### config.mk
export PLATFORM = sky130hd
export DESIGN_NAME = mult_sequencer_flat
export DESIGN_NICKNAME = d
export VERILOG_FILES = /design/src/rtl/mult_sequencer_if.sv /design/src/rtl/mult_sequencer.sv /design/src/flat_wrapper.sv
export SDC_FILE = /design/constraint.sdc
export NUM_CORES = 1
export LEC_CHECK = 0
export ABC_CLOCK_PERIOD_IN_PS = 7750
export CORE_ASPECT_RATIO = 1.25
export CORE_MARGIN = 3
export CORE_UTILIZATION = 45
export CTS_CLUSTER_DIAMETER = 50
export DETAILED_ROUTE_END_ITERATION = 8
export PLACE_DENSITY = 0.66
export SYNTH_ARGS = -nofsm -noshare
export SYNTH_HDL_FRONTEND = slang
export SYNTH_SLANG_ARGS = --single-unit
### constraint.sdc
create_clock -name clk -period 7.75 [get_ports clk]
set_input_delay 1.1625 -clock clk [delete_from_list [all_inputs] [get_ports clk]]
set_output_delay 1.1625 -clock clk [all_outputs]
set_load 0.1 [all_outputs]
### src/rtl/mult_sequencer_if.sv
//------------------------------------------------------------------------------
// mult_sequencer_if : two-requester operand bus and result channel of the
//                     shift-add multiplier sequencer.
// Revision: 1.0
//------------------------------------------------------------------------------
`default_nettype none

interface mult_sequencer_if #(
   parameter int WIDTH = 4
);
   localparam int CW = $clog2(WIDTH + 2);

   logic                 req0_valid;
   logic                 req1_valid;
   logic [WIDTH-1:0]     req0_a;
   logic [WIDTH-1:0]     req0_b;
   logic [WIDTH-1:0]     req1_a;
   logic [WIDTH-1:0]     req1_b;
   logic                 req0_ready;
   logic                 req1_ready;
   logic                 out_valid;
   logic                 out_ready;
   logic [2*WIDTH-1:0]   out_product;
   logic                 out_id;
   logic [CW-1:0]        out_cycles;
   logic                 busy;

   modport master (
      output req0_valid, req1_valid, req0_a, req0_b, req1_a, req1_b, out_ready,
      input  req0_ready, req1_ready, out_valid, out_product, out_id, out_cycles, busy
   );

   modport slave (
      input  req0_valid, req1_valid, req0_a, req0_b, req1_a, req1_b, out_ready,
      output req0_ready, req1_ready, out_valid, out_product, out_id, out_cycles, busy
   );
endinterface

`default_nettype wire

### src/rtl/mult_sequencer.sv
//------------------------------------------------------------------------------
// mult_sequencer : arbitrated sequential multiplier that adds one shifted
//                  multiplicand per set multiplier bit.
// Revision: 1.0
//------------------------------------------------------------------------------
`default_nettype none

module mult_sequencer #(
   parameter int WIDTH = 4
) (
   input  logic             clk,
   input  logic             rst,
   mult_sequencer_if.slave  bus
);
   localparam int PW = 2 * WIDTH;
   localparam int SW = $clog2(PW);
   localparam int CW = $clog2(WIDTH + 2);

   typedef enum logic [1:0] {
      S_IDLE = 2'd0,
      S_RUN  = 2'd1,
      S_DONE = 2'd2
   } state_t;

   state_t          r_state;
   state_t          w_next;

   logic [WIDTH-1:0] r_areg;
   logic [WIDTH-1:0] r_breg;
   logic             r_id;
   logic             r_last_grant;
   logic [PW-1:0]    r_acc;
   logic [SW-1:0]    r_shifted;
   logic [CW-1:0]    r_cnt;
   logic [PW-1:0]    r_product;
   logic             r_out_id;
   logic [CW-1:0]    r_out_cycles;

   logic             w_grant_vld;
   logic             w_grant_id;
   logic [SW-1:0]    w_k;
   logic [PW-1:0]    w_addend;

   // Scan downward so the last hit is the lowest set bit.
   always_comb begin
      w_k = '0;
      for (int i = WIDTH - 1; i >= 0; i--) begin
         if (r_breg[i]) w_k = SW'(i);
      end
   end

   assign w_addend = {{WIDTH{1'b0}}, r_areg} << (r_shifted + w_k);

   always_ff @(posedge clk) begin
      if (!rst) r_state <= S_IDLE;
      else      r_state <= w_next;
   end

   always_comb begin
      w_next      = r_state;
      w_grant_vld = 1'b0;
      w_grant_id  = 1'b0;
      case (r_state)
         S_IDLE: begin
            w_grant_vld = bus.req0_valid | bus.req1_valid;
            w_grant_id  = (bus.req0_valid & bus.req1_valid) ? ~r_last_grant : bus.req1_valid;
            if (w_grant_vld) w_next = S_RUN;
         end
         S_RUN:   if (r_breg == '0) w_next = S_DONE;
         S_DONE:  if (bus.out_ready) w_next = S_IDLE;
         default: w_next = S_IDLE;
      endcase
   end

   always_ff @(posedge clk) begin
      if (!rst) begin
         r_areg       <= '0;
         r_breg       <= '0;
         r_id         <= 1'b0;
         r_last_grant <= 1'b1;
         r_acc        <= '0;
         r_shifted    <= '0;
         r_cnt        <= '0;
         r_product    <= '0;
         r_out_id     <= 1'b0;
         r_out_cycles <= '0;
      end else begin
         case (r_state)
            S_IDLE: begin
               if (w_grant_vld) begin
                  r_areg       <= w_grant_id ? bus.req1_a : bus.req0_a;
                  r_breg       <= w_grant_id ? bus.req1_b : bus.req0_b;
                  r_id         <= w_grant_id;
                  r_last_grant <= w_grant_id;
                  r_acc        <= '0;
                  r_shifted    <= '0;
                  r_cnt        <= '0;
               end
            end
            S_RUN: begin
               r_cnt <= r_cnt + CW'(1);
               if (r_breg != '0) begin
                  r_acc     <= r_acc + w_addend;
                  r_breg    <= r_breg >> (w_k + SW'(1));
                  r_shifted <= r_shifted + w_k + SW'(1);
               end else begin
                  // Final RUN cycle: publish including this cycle's count.
                  r_product    <= r_acc;
                  r_out_id     <= r_id;
                  r_out_cycles <= r_cnt + CW'(1);
               end
            end
            default: ;
         endcase
      end
   end

   assign bus.req0_ready  = w_grant_vld & ~w_grant_id;
   assign bus.req1_ready  = w_grant_vld &  w_grant_id;
   assign bus.out_valid   = (r_state == S_DONE);
   assign bus.busy        = (r_state != S_IDLE);
   assign bus.out_product = r_product;
   assign bus.out_id      = r_out_id;
   assign bus.out_cycles  = r_out_cycles;

endmodule

`default_nettype wire

### src/flat_wrapper.sv
// flat-port wrapper written by rule: the top's interface ports become plain ports
module mult_sequencer_flat 
#(
   parameter int WIDTH = 4
)
  (clk, rst, bus_req0_valid, bus_req1_valid, bus_req0_a, bus_req0_b, bus_req1_a, bus_req1_b, bus_out_ready, bus_req0_ready, bus_req1_ready, bus_out_valid, bus_out_product, bus_out_id, bus_out_cycles, bus_busy);
  mult_sequencer_if #(.WIDTH(WIDTH)) bus_i ();
  input  logic clk;
  input  logic rst;
  input wire logic [$bits(bus_i.req0_valid)-1:0] bus_req0_valid;
  input wire logic [$bits(bus_i.req1_valid)-1:0] bus_req1_valid;
  input wire logic [$bits(bus_i.req0_a)-1:0] bus_req0_a;
  input wire logic [$bits(bus_i.req0_b)-1:0] bus_req0_b;
  input wire logic [$bits(bus_i.req1_a)-1:0] bus_req1_a;
  input wire logic [$bits(bus_i.req1_b)-1:0] bus_req1_b;
  input wire logic [$bits(bus_i.out_ready)-1:0] bus_out_ready;
  output wire logic [$bits(bus_i.req0_ready)-1:0] bus_req0_ready;
  output wire logic [$bits(bus_i.req1_ready)-1:0] bus_req1_ready;
  output wire logic [$bits(bus_i.out_valid)-1:0] bus_out_valid;
  output wire logic [$bits(bus_i.out_product)-1:0] bus_out_product;
  output wire logic [$bits(bus_i.out_id)-1:0] bus_out_id;
  output wire logic [$bits(bus_i.out_cycles)-1:0] bus_out_cycles;
  output wire logic [$bits(bus_i.busy)-1:0] bus_busy;
  assign bus_i.req0_valid = bus_req0_valid;
  assign bus_i.req1_valid = bus_req1_valid;
  assign bus_i.req0_a = bus_req0_a;
  assign bus_i.req0_b = bus_req0_b;
  assign bus_i.req1_a = bus_req1_a;
  assign bus_i.req1_b = bus_req1_b;
  assign bus_i.out_ready = bus_out_ready;
  assign bus_req0_ready = bus_i.req0_ready;
  assign bus_req1_ready = bus_i.req1_ready;
  assign bus_out_valid = bus_i.out_valid;
  assign bus_out_product = bus_i.out_product;
  assign bus_out_id = bus_i.out_id;
  assign bus_out_cycles = bus_i.out_cycles;
  assign bus_busy = bus_i.busy;
  mult_sequencer #(.WIDTH(WIDTH)) u_core (.clk(clk), .rst(rst), .bus(bus_i));
endmodule
==> impl_metrics.toml <==
[timing]
fmax_ghz = 0.212
finalClockSkew_ns = 0.00412
drv_slew = 0
setup_violations = 0
min_period_ns = 4.72
slew_headroom = 0.291
period_share = 0.609
worstMarginPinSlew_ns = 1.06
setup_ws_ns = 3.03
rsz0062_at_grt = "no"
hold_viol = 0
setup-tns-final_ns = 0

[floorplan]
die_x_um = 68.4
initial_core_util = 0.480
die_y_um = 84.0
rows = 27
core_area_um2 = 4560
boundaryPins = 37
die-area_um2 = 5750

[routing]
drc = 0
routed_via_density = 5.26
drtPass1Iterations = 4
post_drt_wl_per_cell_um = 13.2
vias = 1888
drtAntennaViolNets = 0
first_iter_violations = 71
drt_wl_total_mm = 4.74

[cells_and_area]
drive_above_1_share = 0.0532
layout_common_cells = "nand2_1, dfxtp_1, clkdlybuf4s50_1"
layout.nets = 333
antennaDiodeCount = 0
nFillCells = 449
area_delta_synth_final_pct = 24.4
final_common_cell = "nand2_1"
fin_util = 0.598

[yosys]
ys_warn_count = 0
synth_area_um2 = 2190
ys_ff_latch = 38
synth_area_leaders = "dfxtp_1, nand2_1, a21boi_0, ha_1, mux2i_1"
synth_cell_type_count = 42
synth_edf_count = 0
syn-instance-count = 268
synthArstFlopShare = 0
syn_area_per_cell_um2 = 8.17
synth_area_leader_cell = "dfxtp_1"
ys_seq_area_frac = 0.347
ys.flop_type = "dfxtp_1"
syn_nets = 301
synth_top_area_frac = 0.347

[critical_path]
cp-end-kind = "output pin"
worstSetupPathType = "in2out"
start_kind = "input pin"
crit_fanout = 12
required_ns = 6.59
cp.arrival_ns = 3.56

[power_and_ir_drop]
ir_drop_v = 0.000177
powerDensity_nw_per_um2 = 307
p_leak_nw = 1.10

[placement]
portBuffers = 36
place_congestion = 0.926
place.detailed.hpwl_mm = 3.38
pre_cts_slack_ns = 3.00

[clock_tree]
post_cts_buffers = 0
ctsHoldBuffers = 0
insertion_delay_ns = 0.29
cts_buffers = 5
ctsResizeCount = 0
cts_num_sinks = 38
cts.htree.levels = 2
cts_tree = "built"
clockBufferDepth = 2
root_buffer = "clkbuf_8"
clk_pin_slew_worst_paths_ns = 0.08

[global_routing]
grt_pass1_wl_mm = 8.11
first_global_vias = 1845
grt.overflow.total = 0
grt_usage = 0.182
antenna_found_initial = 0
grt_max_degree = 40

[worst_hold_path]
hold_path_class = "reg2reg"

[status]
status = "complete, no violations"

[run]
cap_viol_max_count = 0
cell type report:
cell class | count | area (um^2) | share of cell area
inverters | 10 | 37.5 | 0.0138
well taps | 58 | 72.6 | 0.0266
flip-flops and latches | 38 | 761 | 0.279
clock inverters | 3 | 68.8 | 0.0253
repair buffers | 38 | 375 | 0.138
clock buffers | 5 | 68.8 | 0.0253
multi-input cells | 207 | 1340 | 0.492
through the flow:
stage	cell area, um^2	hold WS [ns]	std cells	power [mW]
after detailed placement	2590	0.457	351	0.639
final	2730	0.463	359	0.838
after CTS	2730	0.468	359	0.845
after floorplan	2190	0.438	268	0.552
after global placement	2590	0.451	351	0.636
after global routing	2730	0.487	359	0.896
layer usage:
layer / GRT usage / wire length [um] / vias to the layer above
met5: 0 / 0 / -
met4: 0.0868 / 137 / 0
met3: 0.0350 / 133 / 12
met2: 0.285 / 2240 / 32
met1: 0.232 / 2230 / 855
li1: - / - / 989
worst max-delay path: stages:
cell	delay [ns]
clkdlybuf4s50_1	0.47
nand2_1	0.05
and3_1	0.35
nor2_1	0.32
clkdlybuf4s50_1	1.19
worst paths after layout:
kind	depth (start not counted)	slack, ns	to	start
setup / recovery	5	3.03	bus_req0_ready	bus_req0_valid
hold / removal	2	0.46	u_core.bus.out_cycles[1]	u_core.bus.out_cycles[1]
setup reg to reg	15	3.81	u_core.r_acc[7]	u_core.r_breg[2]
hold reg to reg	2	0.46	u_core.bus.out_cycles[1]	u_core.bus.out_cycles[1]
cell families after synthesis:
kind of cell	share of synthesized area
simple gates	0.212
compound gates	0.231
flops	0.347
buf+inv	0.0406
fa+ha+maj	0.0754
xor+xnor	0.0474
mux	0.0463
cell usage after synthesis (all sizes together), types with 2 or more instances:
master / instances
ha: 10
nand3: 13
nor3b: 2
clkbuf: 11
nor2b: 4
inv: 10
a211oi: 2
fa: 2
a211o: 2
dfxtp: 38
o21ai: 15
xor2: 5
o22ai: 5
o21bai: 2
a21oi: 9
o21a: 2
a21boi: 21
o211a: 3
a21o: 3
and2: 10
buf: 2
nand2b: 4
a22oi: 4
nor2: 12
nand2: 52
mux2i: 9
xnor2: 6
nor3: 2
power breakdown:
part / switching [mW] / leakage, nW / internal [mW] / total, mW
Combinational: 0.256 / 0.726 / 0.136 / 0.392
Sequential: 0.0230 / 0.309 / 0.220 / 0.243
Clock: 0.0743 / 0.0683 / 0.129 / 0.203
sequential cells by signal, indices dropped and copies added, names as in the netlist:
register / cells
u_core.bus.out_cycles: 3
u_core.bus.out_id: 1
u_core.bus.out_product: 8
u_core.r_acc: 8
u_core.r_areg: 4
u_core.r_breg: 4
u_core.r_cnt: 3
u_core.r_id: 1
u_core.r_last_grant: 1
u_core.r_shifted: 3
u_core.r_state: 2
No activity file was read; power rests on OpenSTA's default activity.
